`config.mk`:
```
export PLATFORM = sky130hd
export DESIGN_NAME = pipe_skid_stage
export DESIGN_NICKNAME = d
export VERILOG_FILES = /design/src/rtl/pipe_pkg.sv /design/src/rtl/pipe_exc_merge.sv /design/src/rtl/pipe_skid_stage.sv
export SDC_FILE = /design/constraint.sdc
export NUM_CORES = 1
export LEC_CHECK = 0
export CORE_ASPECT_RATIO = 0.75
export CORE_MARGIN = 2
export CORE_UTILIZATION = 54
export CTS_BUF_LIST = sky130_fd_sc_hd__clkbuf_2
export DETAILED_ROUTE_END_ITERATION = 8
export GPL_ROUTABILITY_DRIVEN = 0
export GPL_TIMING_DRIVEN = 0
export PLACE_DENSITY = 0.91
export SLEW_MARGIN = 30
export SYNTH_ARGS = -nofsm -noshare
export SYNTH_HDL_FRONTEND = slang
export SYNTH_HIERARCHICAL = 1
export SYNTH_SLANG_ARGS = --single-unit
```
`constraint.sdc`:
```
create_clock -name clk -period 2.8 [get_ports clk]
set_input_delay 0.56 -clock clk [delete_from_list [all_inputs] [get_ports clk]]
set_output_delay 0.56 -clock clk [all_outputs]
set_load 0.01 [all_outputs]
```
`src/rtl/pipe_pkg.sv`:
```
// Shared constants and types for the pipeline stage registers.
// Exception codes follow the MIPS CP0 Cause.ExcCode numbering.
package pipe_pkg;

    localparam int EXC_CODE_W = 5;
    localparam int NOEXC_CODE = 15;

    localparam int EXC_INT  = 0;
    localparam int EXC_ADEL = 4;
    localparam int EXC_ADES = 5;
    localparam int EXC_SYS  = 8;
    localparam int EXC_BP   = 9;
    localparam int EXC_RI   = 10;
    localparam int EXC_OV   = 12;

    typedef struct packed {
        logic                  exc;
        logic [EXC_CODE_W-1:0] exccode;
        logic [31:0]           badvaddr;
    } exc_t;

    typedef enum logic [1:0] {
        ST_EMPTY = 2'd0,
        ST_ONE   = 2'd1,
        ST_TWO   = 2'd2
    } skid_state_e;

endpackage

```
`src/rtl/pipe_exc_merge.sv`:
```
// First-exception-wins selection between an exception carried in from
// upstream and one detected in the current stage.
// Macro PIPE_SKID_STAGE_EXC_MERGE_EN enables the merge; without it the
// upstream exception fields pass through and new_* is ignored.
module pipe_exc_merge
    import pipe_pkg::*;
#(
    parameter int CODE_W     = 5,
    parameter int NOEXC_CODE = 15
) (
    input  logic              in_exc,
    input  logic [CODE_W-1:0] in_exccode,
    input  logic [31:0]       in_badvaddr,
    input  logic              new_exc,
    input  logic [CODE_W-1:0] new_exccode,
    input  logic [31:0]       new_badvaddr,
    output logic              out_exc,
    output logic [CODE_W-1:0] out_exccode,
    output logic [31:0]       out_badvaddr
);

    localparam logic [CODE_W-1:0] NOEXC = CODE_W'(NOEXC_CODE);

`ifdef PIPE_SKID_STAGE_EXC_MERGE_EN
    // An older (upstream) exception always takes precedence over a local one.
    always_comb begin
        out_exc      = 1'b0;
        out_exccode  = NOEXC;
        out_badvaddr = in_badvaddr;
        if (in_exc) begin
            out_exc      = 1'b1;
            out_exccode  = in_exccode;
            out_badvaddr = in_badvaddr;
        end else if (new_exc) begin
            out_exc      = 1'b1;
            out_exccode  = new_exccode;
            out_badvaddr = new_badvaddr;
        end
    end
`else
    logic unused_new;
    assign unused_new = ^{new_exc, new_exccode, new_badvaddr, NOEXC};

    // Merge disabled: upstream exception fields are forwarded untouched.
    always_comb begin
        out_exc      = in_exc;
        out_exccode  = in_exccode;
        out_badvaddr = in_badvaddr;
    end
`endif

endmodule

```
`src/rtl/pipe_skid_stage.sv`:
```
// Pipeline stage register with valid/ready handshake and a 2-entry skid
// buffer, so in_ready comes from flops only. M is the head entry driving
// out_*, S catches the entry that arrives while the head is stalled.
// Optional macro: PIPE_SKID_STAGE_EXC_MERGE_EN (exception merge at capture).
//
// state    | meaning
// ---------+-----------------------------------------------
// ST_EMPTY | nothing held, out_valid=0
// ST_ONE   | M holds the head entry
// ST_TWO   | M and S both full, in_ready=0
module pipe_skid_stage
    import pipe_pkg::*;
#(
    parameter int DATA_W     = 64,
    parameter int CODE_W     = 5,
    parameter int NOEXC_CODE = 15
) (
    input  logic              clk,
    input  logic              rst,
    input  logic              flush,
    input  logic              in_valid,
    output logic              in_ready,
    input  logic [DATA_W-1:0] in_data,
    input  logic              in_exc,
    input  logic [CODE_W-1:0] in_exccode,
    input  logic [31:0]       in_badvaddr,
    input  logic              new_exc,
    input  logic [CODE_W-1:0] new_exccode,
    input  logic [31:0]       new_badvaddr,
    output logic              out_valid,
    input  logic              out_ready,
    output logic [DATA_W-1:0] out_data,
    output logic              out_exc,
    output logic [CODE_W-1:0] out_exccode,
    output logic [31:0]       out_badvaddr,
    output logic [1:0]        occupancy
);

    localparam logic [CODE_W-1:0] NOEXC = CODE_W'(NOEXC_CODE);

    skid_state_e state, state_nxt;
    logic accept, pop;
    logic ld_m_in, ld_m_s, ld_s_in;

    logic              cap_exc;
    logic [CODE_W-1:0] cap_exccode;
    logic [31:0]       cap_badvaddr;

    logic [DATA_W-1:0] m_data,     s_data;
    logic              m_exc,      s_exc;
    logic [CODE_W-1:0] m_exccode,  s_exccode;
    logic [31:0]       m_badvaddr, s_badvaddr;

    pipe_exc_merge #(
        .CODE_W     (CODE_W),
        .NOEXC_CODE (NOEXC_CODE)
    ) u_exc_merge (
        .in_exc       (in_exc),
        .in_exccode   (in_exccode),
        .in_badvaddr  (in_badvaddr),
        .new_exc      (new_exc),
        .new_exccode  (new_exccode),
        .new_badvaddr (new_badvaddr),
        .out_exc      (cap_exc),
        .out_exccode  (cap_exccode),
        .out_badvaddr (cap_badvaddr)
    );

    assign in_ready  = (state != ST_TWO);
    assign out_valid = (state != ST_EMPTY);
    assign accept    = in_valid & in_ready & ~flush;
    assign pop       = out_valid & out_ready;

    // Next state and which register loads from where.
    always_comb begin
        state_nxt = state;
        ld_m_in   = 1'b0;
        ld_m_s    = 1'b0;
        ld_s_in   = 1'b0;
        occupancy = 2'd0;
        case (state)
            ST_EMPTY: begin
                occupancy = 2'd0;
                if (accept) begin
                    state_nxt = ST_ONE;
                    ld_m_in   = 1'b1;
                end
            end
            ST_ONE: begin
                occupancy = 2'd1;
                if (accept && pop) begin
                    ld_m_in = 1'b1;
                end else if (accept) begin
                    state_nxt = ST_TWO;
                    ld_s_in   = 1'b1;
                end else if (pop) begin
                    state_nxt = ST_EMPTY;
                end
            end
            ST_TWO: begin
                occupancy = 2'd2;
                if (pop) begin
                    state_nxt = ST_ONE;
                    ld_m_s    = 1'b1;
                end
            end
            default: state_nxt = ST_EMPTY;
        endcase
    end

    // State register; flush empties the stage just like reset.
    always_ff @(posedge clk) begin
        if (!rst || flush) begin
            state <= ST_EMPTY;
        end else begin
            state <= state_nxt;
        end
    end

    // Entry registers; cleared on reset/flush so a dead stage shows no exception.
    always_ff @(posedge clk) begin
        if (!rst || flush) begin
            m_data     <= '0;
            m_exc      <= 1'b0;
            m_exccode  <= NOEXC;
            m_badvaddr <= '0;
            s_data     <= '0;
            s_exc      <= 1'b0;
            s_exccode  <= NOEXC;
            s_badvaddr <= '0;
        end else begin
            if (ld_m_in) begin
                m_data     <= in_data;
                m_exc      <= cap_exc;
                m_exccode  <= cap_exccode;
                m_badvaddr <= cap_badvaddr;
            end else if (ld_m_s) begin
                m_data     <= s_data;
                m_exc      <= s_exc;
                m_exccode  <= s_exccode;
                m_badvaddr <= s_badvaddr;
            end
            if (ld_s_in) begin
                s_data     <= in_data;
                s_exc      <= cap_exc;
                s_exccode  <= cap_exccode;
                s_badvaddr <= cap_badvaddr;
            end
        end
    end

    assign out_data     = m_data;
    assign out_exc      = m_exc;
    assign out_exccode  = m_exccode;
    assign out_badvaddr = m_badvaddr;

endmodule

```
### Yosys cells after proc, flatten, opt, wreduce, memory -nomap -nowiden

Index checks and enable logic that the tools add are counted.

* $add $sub $neg: 0
* multipliers: 0
* div/mod/pow operators: 0
* magnitude comparators: 0
* equal/unequal tests: 7
* shift-type cells: 0
* mux-type cells: 22
* bitwise logic cells: 4
* reduce and logical (&&, ||, !) cells: 7

Operators by type and width (count)
* $mux W64: 2
* $mux W32: 2
* $mux W2: 5
* $mux W5: 2
* $mux W1: 8
* $ne A2 B2 Y1 const B: 4
* $pmux W2 S3: 1
* $pmux W2 S2: 1
* $reduce_and A4 Y1: 1
* $reduce_bool A2 Y1: 2
* $and A1 B1 Y1: 3
* $ne A3 B3 Y1 const B: 1
* $eq A2 B1 Y1 const B: 1
* $eq A2 B2 Y1 const B: 1
* $logic_not A2 Y1: 1
* $pmux W1 S2: 1
* $logic_and A1 B1 Y1: 1
* $logic_not A1 Y1: 1
* $logic_or A1 B1 Y1: 1
* $not A1 Y1: 1

* register bits after elaboration: 206
* bits in latches: 0
* memory bits (writable): 0
* bits in read-only memories: 0
* input bits: 145
* output and inout bits: 106
* memories: 0

### Logic depth before layout (Yosys ltp)

Gate-level depths: netlist of the first run.

* depth in word-level cells: 7
* mapped depth: 7

### Cells and area by module

Netlist of the first run, hierarchy kept.

Modules (own cells, without submodules)
* pipe_skid_stage: instances 1, cells an instance 952, area each 9122.5 um2, sequential area each 4124.0 um2
* pipe_exc_merge: instances 1, cells an instance 38, area each 285.3 um2, sequential area each 0.0 um2

### Least setup slack after synthesis of the first run

OpenSTA, ideal clock, no wires.

* kind: input port to flip-flop
* from: input port flush
* to: register m_data[20], in the netlist out_data[20]
* library setup time: 0.133 ns
* arrival: 1.541 ns
* slack: 1.126 ns
* stages: 6
* cells stage by stage: or3b_1 buf_2 buf_6 buf_6 o31ai_1 a21oi_1

* longest elaborated chain between the ends: 6
* elaborated cells on any way between the ends: 9
* classes of those cells: 4 x mux; 2 x bitwise; 3 x reduce/logical

RTL lines
* from (decl): line pipe_skid_stage.sv:20 `input logic flush,`
* $not A1 Y1: line pipe_skid_stage.sv:71 `assign accept = in_valid & in_ready & ~flush;`
* $and A1 B1 Y1: line pipe_skid_stage.sv:71
* $logic_and A1 B1 Y1: line pipe_skid_stage.sv:91 `if (accept && pop) begin`
* $mux W1: line pipe_skid_stage.sv:91
* $pmux W1 S2: line pipe_skid_stage.sv:81 `case (state)`
* $mux W64 or $reduce_bool A2 Y1 (tied branches)
* to (signal assigned): line pipe_skid_stage.sv:133 `m_data <= in_data;`
* to (signal assigned): line pipe_skid_stage.sv:138 `m_data <= s_data;`
* to (decl): line pipe_skid_stage.sv:49 `logic [DATA_W-1:0] m_data, s_data;`

Parallel ways exist; a longest one is shown, timed or not.
A chain may end at the register's enable or synchronous reset.

### Worst setup path after layout of the first run

* from: register state[0]
* to: output port in_ready

* longest elaborated chain between the ends: 1

RTL lines
* from (decl): line pipe_skid_stage.sv:41 `skid_state_e state, state_nxt;`
* from (signal assigned): line pipe_skid_stage.sv:116 `state <= state_nxt;`
* $ne A2 B2 Y1: line pipe_skid_stage.sv:69 `assign in_ready = (state != ST_TWO);`
* to (decl): line pipe_skid_stage.sv:22 `output logic in_ready,`

Every way passes these cells.

==> impl_results.md, run 1 <==
- Clk pin slew, worst setup/hold paths: around 100 ps
- Clk_skew: about 47 ps
- RSZ-0062 raised after global routing: false
- Syn Nets: 1135
- Post-synth top area cell: dfxtp_1
- Detailed Place HPWL: 19.0 mm
- Die X: about 160 um
- Pre-Repair DR Iteration Count: 5
- Rel. slew slack: a little under half
- GRT overflow: 0
- Netlist cell types: 28
- Critical Path End Type: primary output
- CTS Buffer Depth: 3
- DR vias: roughly 9000
- Sink Count: about 210
- Crit path required time: about 2200 ps
- Post-route antenna net violation count: 0
- DRC: 0
- Outcome: complete, no violations
- GRT Util Overall: around 29%
- Post-synth EDFFs: 0
- Final nets: between 1000 and 1500
- Top cells by area, synth: dfxtp_1 44%, o31ai_2 11%, mux2i_1 11%
- Synth Area per Inst: 9.50 sq um
- Worst EP arrival: just over 2000 ps
- Startpoint types: flip-flop
- Highest clock rate: between 300 and 400 MHz
- First-pass GRT wire length: 43.5 mm
- TritonCTS clock tree: yes
- CTS root buf: clkbuf_2
- CTS Buf Count: 50
- Die Y: about 120 um
- H-tree depth: 2
- Total chip power: just under 6 mW
- Synth Register Bits: just over 200
- Largest net degree at the start of global routing: 14
- Vias per cell: roughly 6.0
- Pwr/cell area: ~490 nW/um^2
- Ys flop type: dfxtp_1
- Rows: between 40 and 50
- Routed length per placed instance: 19.0 um
- Final Max Slew Viols: 0
- Worst-path fanout max: 9
- Final critical-path required period: between 2000 and 3000 ps
- Post-CTS Setup Bufs: 0
- LEAKAGE: roughly 4.7 nW
- # hold bufs at CTS: 12
- I/O Pins: around 250
- Maxcap violations: 0
- Starting density of the core: between 50% and 60%
- Setup violators final: 0
- Yosys top cell area share: between 40% and 50%
- Setup ws final: between 150 and 200 ps
- IO buf count: 174
- Syn. warnings: 6
- Clock Latency Late Sink: roughly 800 ps
- Vias in the first global route: between 8000 and 9000
- Tcrit/Tclk final: a little over nine tenths
- CP Class: flip-flop to primary output
- Max VDD drop: ~0.00030 V
- Mapped Cells: 990
- Dpl ws: -34.9 ps
- Mapped Area: about 9400 sq um
- Synth top cells by count: 206 x dfxtp_1, 197 x a21oi_1, 106 x nand3_1
- Core area: between 15000 and 20000 sq um
- Final hold violation count: 0
- Fraction of layout cells with a size suffix above 1: 21.5%
- Area Growth Syn to Fin: 27.4%
- Antenna violations before repair: 1
- Sequential share of the synthesized area: roughly 44%
- DIE AREA: about 19000 sq um
- Least-Margin Pin Slew: ~790 ps
- Initial DRC Count: around 660
- Resize count post-CTS: 0
- Async S/R FF share, synth: 0%
- Drt total wl: 27.9 mm
- Most frequent cell after synthesis: dfxtp_1
- HP Class: input port to flip-flop
==> worst paths after layout <==
kind / depth (start not counted) / from / slack, ps / to
worst max-delay path: 2 / state[0]$_SDFFE_PP0P_ / 180 / in_ready
worst max register to register: 6 / state[0]$_SDFFE_PP0P_ / 710 / out_badvaddr[17]$_SDFFE_PP0P_
worst min register to register: 2 / s_data[8]$_SDFFE_PP0P_ / 480 / s_data[8]$_SDFFE_PP0P_
worst min-delay path: 3 / in_badvaddr[25] / 50 / s_badvaddr[25]$_SDFFE_PP0P_
==> where the power goes <==
group	switching [mW]	internal, mW	total (mW)
clock network	1.19	0.860	2.05
logic	0.437	0.358	0.795
registers	0.0344	2.98	3.02
==> critical path, cell delays in order (launching register included) <==
cell	delay, ps
dfxtp_1	440
nand2b_1	250
clkdlybuf4s50_1	580
==> stage by stage <==
step                hold WS (ps)  std cells  cell area, sq um  TNS [ps]  util [%]
floorplan                    448        990              9410         0         -
global placement             460       1379             11400      -120      67.5
detailed placement           466       1379             11400     -84.0      67.5
CTS                        0.464       1470             12000         0      70.8
global route                11.1       1471             12000         0      70.8
finish                      45.3       1471             12000         0      70.8
==> metal layers <==
layer | routed length [um] | vias up | track usage (%) | part of all wire (%)
li1 | - | 4107 | - | -
met2 | 12400 | 490 | 43.6 | 45
met1 | 12100 | 4168 | 41.2 | 44
met3 | 2500 | 79 | 5.87 | 9.0
met4 | 811 | 0 | 11.1 | 2.9
met5 | 0 | - | 0 | 0
==> layout by cell type (no fill, tap or decap), types with 4 or more instances in the layout <==
cell | netlist | routed
a31oi_1 | 4 | 4
clkbuf_2 | 0 | 73
o21ai_0 | 48 | 48
clkdlybuf4s50_1 | 0 | 174
o21ai_1 | 54 | 54
buf_6 | 14 | 14
a21oi_1 | 197 | 197
buf_4 | 38 | 38
o31ai_2 | 85 | 85
o31ai_1 | 13 | 13
dfxtp_1 | 206 | 206
clkbuf_1 | 44 | 44
dlygate4sd3_1 | 0 | 12
nand3_1 | 106 | 106
buf_2 | 52 | 52
mux2i_1 | 103 | 103
buf_1 | 4 | 4
==> state kept, by name, summed over array words and instances, names as in the netlist <==
| signal | flops |
|---|---|
| out_data | 64 |
| s_data | 64 |
| out_badvaddr | 32 |
| s_badvaddr | 32 |
| out_exccode | 5 |
| s_exccode | 5 |
| state | 2 |
| out_exc | 1 |
| s_exc | 1 |
==> cell families (layout without fill, tap and decap cells) <==
logic type             Yosys count  after routing  share of synthesized area, %
AOI/OAI and AO/OA              403            403                          28.7
and+or+nand+nor                125            125                          7.10
buffers and inverters          153            418                          9.43
muxes                          103            103                          11.0
other                            0              1                             0
DFF                            206            206                          43.8
==> final cells by class <==
class                   instances  area, sq um
diodes                          1         2.50
plain buffers                 152          883
clock buffers                  73          365
clock inverters                 6         76.3
fillers                      1271         4950
inverters                       1         3.75
multi-input cells             631         4400
flip-flops and latches        206         4120
well taps                     215          269
repair buffers                186         1860
No activity file was read; power rests on OpenSTA's default activity.
==> run 2, diff against run 1 <==
--- a/config.mk
+++ b/config.mk
@@ -5,6 +5,7 @@
 export SDC_FILE = /design/constraint.sdc
 export NUM_CORES = 1
 export LEC_CHECK = 0
+export CAP_MARGIN = 20
 export CORE_ASPECT_RATIO = 0.75
 export CORE_MARGIN = 2
 export CORE_UTILIZATION = 54
@@ -12,7 +13,7 @@
 export DETAILED_ROUTE_END_ITERATION = 8
 export GPL_ROUTABILITY_DRIVEN = 0
 export GPL_TIMING_DRIVEN = 0
-export PLACE_DENSITY = 0.91
+export PLACE_DENSITY = 0.88
 export SLEW_MARGIN = 30
 export SYNTH_ARGS = -nofsm -noshare
 export SYNTH_HDL_FRONTEND = slang
==> impl_results.md, run 2 (synthesized netlist as in run 1, its figures left out) <==
- Startpoint types: flip-flop
- Pwr/cell area: 477 nW/um^2 (-2.5%)
- Post-route antenna net violation count: 0 (unchanged)
- Origin of the worst setup path: state[1]$_SDFFE_PP0P_
- Combinational Power Share: 13.8% (+0.3 points)
- Final hold violation count: 0 (unchanged)
- Inserted Diodes: 0 (-1)
- Sink Count: 206 (unchanged)
- Worst-path fanout max: 9 (unchanged)
- Starting density of the core: 55.6% (unchanged)
- Die X: 156 um (unchanged)
- First-pass GRT wire length: 43.1 mm (-0.79%)
- Maxcap violations: 0 (unchanged)
- Clk_skew: 27.7 ps (-19.0 ps)
- TritonCTS clock tree: yes
- Psw: 1.61 mW (-3.6%)
- # hold bufs at CTS: 0 (-12)
- Sum of buffers and inverters on the critical path: 2 (+1)
- IO buf count: 174 (unchanged)
- Drt total wl: 27.7 mm (-0.73%)
- Placed insts: 1379 (unchanged)
- Largest net degree at the start of global routing: 13 (-1)
- Pre-Repair DR Iteration Count: 5 (unchanged)
- Detailed Place HPWL: 19.4 mm (+2.1%)
- Resize count post-CTS: 0 (unchanged)
- Post-CTS Setup Bufs: 0 (unchanged)
- GRT overflow: 0 (unchanged)
- Routed length per placed instance: 19.1 um (+0.71%)
- Core area: 16900 sq um (unchanged)
- Sw Ratio: 28.5% (+0.13 points)
- Vias per cell: 5.99 (-0.40%)
- Highest clock rate: 387 MHz (+1.6%)
- GRT Util Overall: 28.9% (-0.18 points)
- Initial DRC Count: 700 (+5.4%)
- I/O Pins: 251 (unchanged)
- Least-Margin Pin Slew: 740 ps (-54.1 ps)
- Fraction of layout cells with a size suffix above 1: 21.1% (-0.46 points)
- Area Growth Syn to Fin: 25.4%
- CTS Buffer Depth: 3 (unchanged)
- Rel. slew slack: 50.6% (+3.6 points)
- H-tree depth: 2 (unchanged)
- Reg2reg start: state[0]$_SDFFE_PP0P_
- Post-route insts no fill: 1450 (-1.4%)
- Final nets: 1361 (-0.87%)
- Tcrit/Tclk final: 92.3% (-1.4 points)
- Clock group share of total power: 32.5% (-2.5 points)
- Final critical-path required period: 2580 ps (-40.5 ps)
- Clock Latency Late Sink: 780 ps (about the same)
- Crit path required time: 2240 ps (about the same)
- Worst EP arrival: 2020 ps (-40 ps)
- LEAKAGE: 4.61 nW (-2.0%)
- Delay-heaviest family, CP: buffers and inverters
- Outcome: complete, no violations
- Antenna violations before repair: 0 (-1)
- Final Max Slew Viols: 0 (unchanged)
- Die Y: 118 um (unchanged)
- Hold_sp: in_exccode[2]
- CP Class: flip-flop to primary output
- Clk pin slew, worst setup/hold paths: 100 ps (about the same)
- CTS Buf Count: 49 (-2.0%)
- CTS root buf: clkbuf_2
- Commonest cells after routing, fill and taps aside: 206 x dfxtp_1, 197 x a21oi_1, 174 x clkdlybuf4s50_1
- Slowest CP cell: clkdlybuf4s50_1
- Critical-path cell list: buf_6, or2_2, clkdlybuf4s50_1
- Most common cell after layout, fill and taps aside: dfxtp_1
- Post-placement cell area: 11400 sq um (unchanged)
- RSZ-0062 raised after global routing: false
- DRC: 0 (unchanged)
- Setup violators final: 0 (unchanged)
- Internal: 4.03 mW (-4.2%)
- Final Cell Area: 11800 sq um (-1.5%)
- CP peak stage delay: 530 ps (-50 ps)
- DR vias: 8683 (-1.8%)
- HP Class: input port to flip-flop
- Rows: 41 (unchanged)
- Vias in the first global route: 8284 (-2.5%)
- # fillers: 1314 (+3.4%)
- DIE AREA: 18500 sq um (unchanged)
- Sequential power share: 53.6% (+2.2 points)
- Setup TNS: 0 ps (unchanged)
- Max VDD drop: 0.000332 V (+9.8%)
- Critical Path End Type: primary output
run 2: cell count changes in the layout (fill, tap and decap cells not counted):
cell           change
dlygate4sd3_1     -11
bufinv_16          -1
clkinv_2           -1
clkinv_1           +1
clkbuf_2           -8
diode_2            -1
run 2: worst reg2reg max path, stage by stage (launching register included):
cell	delay (ps)
dfxtp_1	450
nand2b_1	160
buf_2	240
nand2_1	130
buf_2	290
clkbuf_1	430
a21oi_1	170
run 2: final cells by class:
cell class | count | area, sq um | area share, %
Sequential cell | 206 | 4120 | 35.0
Multi-Input combinational cell | 631 | 4400 | 37.3
Clock buffer | 65 | 325 | 2.76
Inverter | 1 | 3.75 | 0.0318
Tap cell | 215 | 269 | 2.28
Clock inverter | 5 | 45.0 | 0.382
Buffer | 152 | 883 | 7.49
Timing Repair Buffer | 175 | 1750 | 14.8
run 2: power groups by stage:
stage               clock [mW]  combinational [mW]  sequential (mW)
global route              2.00               0.830             3.03
finish                    1.83               0.779             3.02
CTS                       1.84               0.770             3.02
global placement             0               0.757             3.09
floorplan                    0               0.394             3.10
detailed placement           0               0.766             3.09
run 2: path summary, 6_finish.rpt:
check             slack [ps]                            end  depth (start not counted)
hold / removal            40      s_exccode[2]$_SDFFE_PP1P_                          3
hold reg to reg          480    s_badvaddr[15]$_SDFFE_PP0P_                          2
setup reg to reg         780  out_badvaddr[13]$_SDFFE_PP0P_                          6
setup / recovery         220                      out_valid                          3
run 2: stage by stage:
step	utilization [%]	total power [mW]	setup WS [ps]	hold WS, ps
6_report	69.7	5.63	216	38.6
5_1_grt	69.7	5.86	76.7	0.340
4_1_cts	69.6	5.63	186	3.74
3_5_place_dp	67.5	3.85	53.7	467
3_3_place_gp	67.5	3.84	28.6	462
2_1_floorplan	-	3.50	1130	448
run 2: per-layer routing:
| metal | GRT usage, % | vias up | part of all wire [%] |
|---|---|---|---|
| li1 | - | 4066 | - |
| met1 | 40.5 | 4124 | 44 |
| met2 | 44.7 | 452 | 45 |
| met3 | 6.16 | 41 | 8.8 |
| met4 | 8.66 | 0 | 1.7 |
| met5 | 0 | - | 0 |
==> run 3, diff against run 2 <==
--- a/config.mk
+++ b/config.mk
@@ -8,12 +8,10 @@
 export CAP_MARGIN = 20
 export CORE_ASPECT_RATIO = 0.75
 export CORE_MARGIN = 2
-export CORE_UTILIZATION = 54
+export CORE_UTILIZATION = 34
 export CTS_BUF_LIST = sky130_fd_sc_hd__clkbuf_2
 export DETAILED_ROUTE_END_ITERATION = 8
-export GPL_ROUTABILITY_DRIVEN = 0
 export GPL_TIMING_DRIVEN = 0
-export PLACE_DENSITY = 0.88
 export SLEW_MARGIN = 30
 export SYNTH_ARGS = -nofsm -noshare
 export SYNTH_HDL_FRONTEND = slang
==> impl_results.md, run 3 (synthesized netlist as in run 1, its figures left out) <==
- Crit path required time: 2240 ps (about the same)
- Vias per cell: 5.24 (-12%)
- Clk_skew: 52.4 ps (+24.6 ps)
- Min-Delay Path Depth: 3 (unchanged)
- Multi-input logic area: 4400 sq um (unchanged)
- Final nets: 1401 (+2.9%)
- Met1 global-route usage: 29.6% (-11 points)
- Maxcap violations: 0 (unchanged)
- LEAKAGE: 4.77 nW (+3.6%)
- Area Growth Syn to Fin: 31.2%
- Die Y: 148 um (+25%)
- GRT overflow: 0 (unchanged)
- Post-route antenna net violation count: 0 (unchanged)
- Hold_sp: in_data[20]
- Rows: 52 (+27%)
- Commonest cells after routing, fill and taps aside: 205 x dfxtp_1, 197 x a21oi_1, 174 x clkdlybuf4s50_1
- GRT Util Overall: 20.3% (-8.6 points)
- R2R Path End: out_badvaddr[16]$_SDFFE_PP0P_
- Vias in the first global route: 8274 (-0.12%)
- Pre-Repair DR Iteration Count: 4 (-1)
- Final RePlAce weighted congestion: slightly below 0.8
- Routed length per placed instance: 18.6 um (-2.6%)
- Tcrit/Tclk final: 93.6% (+1.3 points)
- DR vias: 8538 (-1.7%)
- Die X: 196 um (+25%)
- DIE AREA: 29000 sq um (+57%)
- # fillers: 2671 (+100%)
- Hold Path End: s_data[20]$_SDFFE_PP0P_
- CP Class: flip-flop to primary output
- Worst-path fanout max: 9 (unchanged)
- HP Class: input port to flip-flop
- Setup TNS: 0 ps (unchanged)
- Initial DRC Count: 460 (-34%)
- Met2 usage in global routing: 29.9% (-15 points)
- Gr busiest metal: met2
- Starting density of the core: 34.8% (-21 points)
- Setup violators final: 0 (unchanged)
- Final Max Slew Viols: 0 (unchanged)
- Largest net degree at the start of global routing: 13 (unchanged)
- Worst EP arrival: 2060 ps (+40 ps)
- Max VDD drop: 0.000244 V (-26%)
- Least-Margin Pin Slew: 952 ps (+212 ps)
- Sink Count: 206 (unchanged)
- IO buf count: 174 (unchanged)
- TritonCTS clock tree: yes
- FF-to-FF path depth: 6 (unchanged)
- I/O Pins: 251 (unchanged)
- Most common cell after layout, fill and taps aside: dfxtp_1
- Post-layout util: 45.6% (-24 points)
- Core area: 27100 sq um (+60%)
- Final Cell Area: 12300 sq um (+4.6%)
- Reg2reg start: state[0]$_SDFFE_PP0P_
- Final hold violation count: 0 (unchanged)
- Drt total wl: 30.3 mm (+9.3%)
- DRC: 0 (unchanged)
- CP peak stage delay: 540 ps (about the same)
- Clock Latency Late Sink: 810 ps (+30 ps)
- CTS root buf: clkbuf_2
- Fraction of layout cells with a size suffix above 1: 20.9% (-0.14 points)
- Setup slack, reg-to-reg: 730 ps (-50 ps)
- RSZ-0062 raised after global routing: false
- First-pass GRT wire length: 46.3 mm (+7.4%)
- Outcome: complete, no violations
- Final critical-path required period: 2620 ps (+36.3 ps)
- Area taken by flip-flops and latches: 4130 sq um (about the same)
- Post-placement cell area: 11600 sq um (+1.5%)
- Pwr/cell area: 461 nW/um^2 (-3.4%)
- Detailed Place HPWL: 20.8 mm (+7.1%)
- Antenna violations before repair: 0 (unchanged)
- Clk pin slew, worst setup/hold paths: 100 ps (about the same)
- Inserted Diodes: 0 (unchanged)
- CTS Buf Count: 52 (+6.1%)
- Critical-path cell list: buf_6, or2_2, clkdlybuf4s50_1
- Highest clock rate: 382 MHz (-1.4%)
- Slowest CP cell: clkdlybuf4s50_1
- Met3 Resource Use GR: 4.72% (-1.4 points)
- Rel. slew slack: 36.5% (-14 points)
- Critical Path End Type: primary output
- CTS Buffer Depth: 3 (unchanged)
- H-tree depth: 2 (unchanged)
- Startpoint types: flip-flop
- Post-CTS Setup Bufs: 0 (unchanged)
==> run 3: cell types whose count changed in the layout (fill, tap and decap cells not counted) <==
cell / before / now
clkinv_2: 0 / 2
clkinv_1: 4 / 3
clkbuf_2: 65 / 70
dfxtp_1: 206 / 205
dfxtp_2: 0 / 1
dlygate4sd3_1: 1 / 38
bufinv_16: 1 / 0
==> run 3: routing by layer <==
metal  wire [um]  vias to the layer above
met1       14800                     4069
met3        1930                       33
met4         438                        0
met2       13100                      284
met5           0                        -
li1            -                     4152
==> run 3: what timing repair did <==
action                                  CTS  global route
gates resized for setup                   0             1
hold buffers                             38             0
endpoints found under the hold margin    76             0
endpoints found under the setup margin    0             3
==> run 3: worst max-delay path by stage <==
stage,startpoint,to,slack [ps],depth (start not counted)
3_3_place_gp,out_ready,out_badvaddr[21]$_SDFFE_PP0P_,-160,7
5_1_grt,state[1]$_SDFFE_PP0P_,out_valid,20,3
2_1_floorplan,flush,out_data[20]$_SDFFE_PP0P_,1130,6
4_1_cts,state[0]$_SDFFE_PP0P_,in_ready,30,2
3_5_place_dp,out_ready,out_badvaddr[16]$_SDFFE_PP0P_,-150,7
6_report,state[1]$_SDFFE_PP0P_,out_valid,180,3
==> run 3: stage by stage <==
step                setup slack (ps)  power (mW)  instances  hold WS (ps)
floorplan                       1130        3.50        990           448
global placement                -161        3.87       1515           464
detailed placement              -145        3.88       1515           466
CTS                             28.7        5.77       1628           243
global route                    15.5        5.99       1628           276
finish                           180        5.69       1628           350
==> run 3: cell type report <==
| type | count | share of cell area (%) |
|---|---|---|
| buffer | 152 | 7.16 |
| clock buffer | 70 | 2.84 |
| clock inverter | 5 | 0.172 |
| inverter | 1 | 0.0304 |
| multi-input combinational | 631 | 35.6 |
| sequential | 206 | 33.4 |
| tap | 351 | 3.56 |
| timing repair buffer | 212 | 17.2 |
==> run 3: where the power goes <==
part / internal [mW] / leakage (nW) / total, mW / switching [mW]
clock network: 0.650 / 0.303 / 1.84 / 1.19
logic: 0.382 / 2.80 / 0.833 / 0.451
registers: 2.98 / 1.67 / 3.02 / 0.0354
==> run 3: critical path: cells and delay by family (launching register included) <==
family                 cells  cell delay [ps]
DFF                        1              320
buffers and inverters      2              670
and+or+nand+nor            1              290
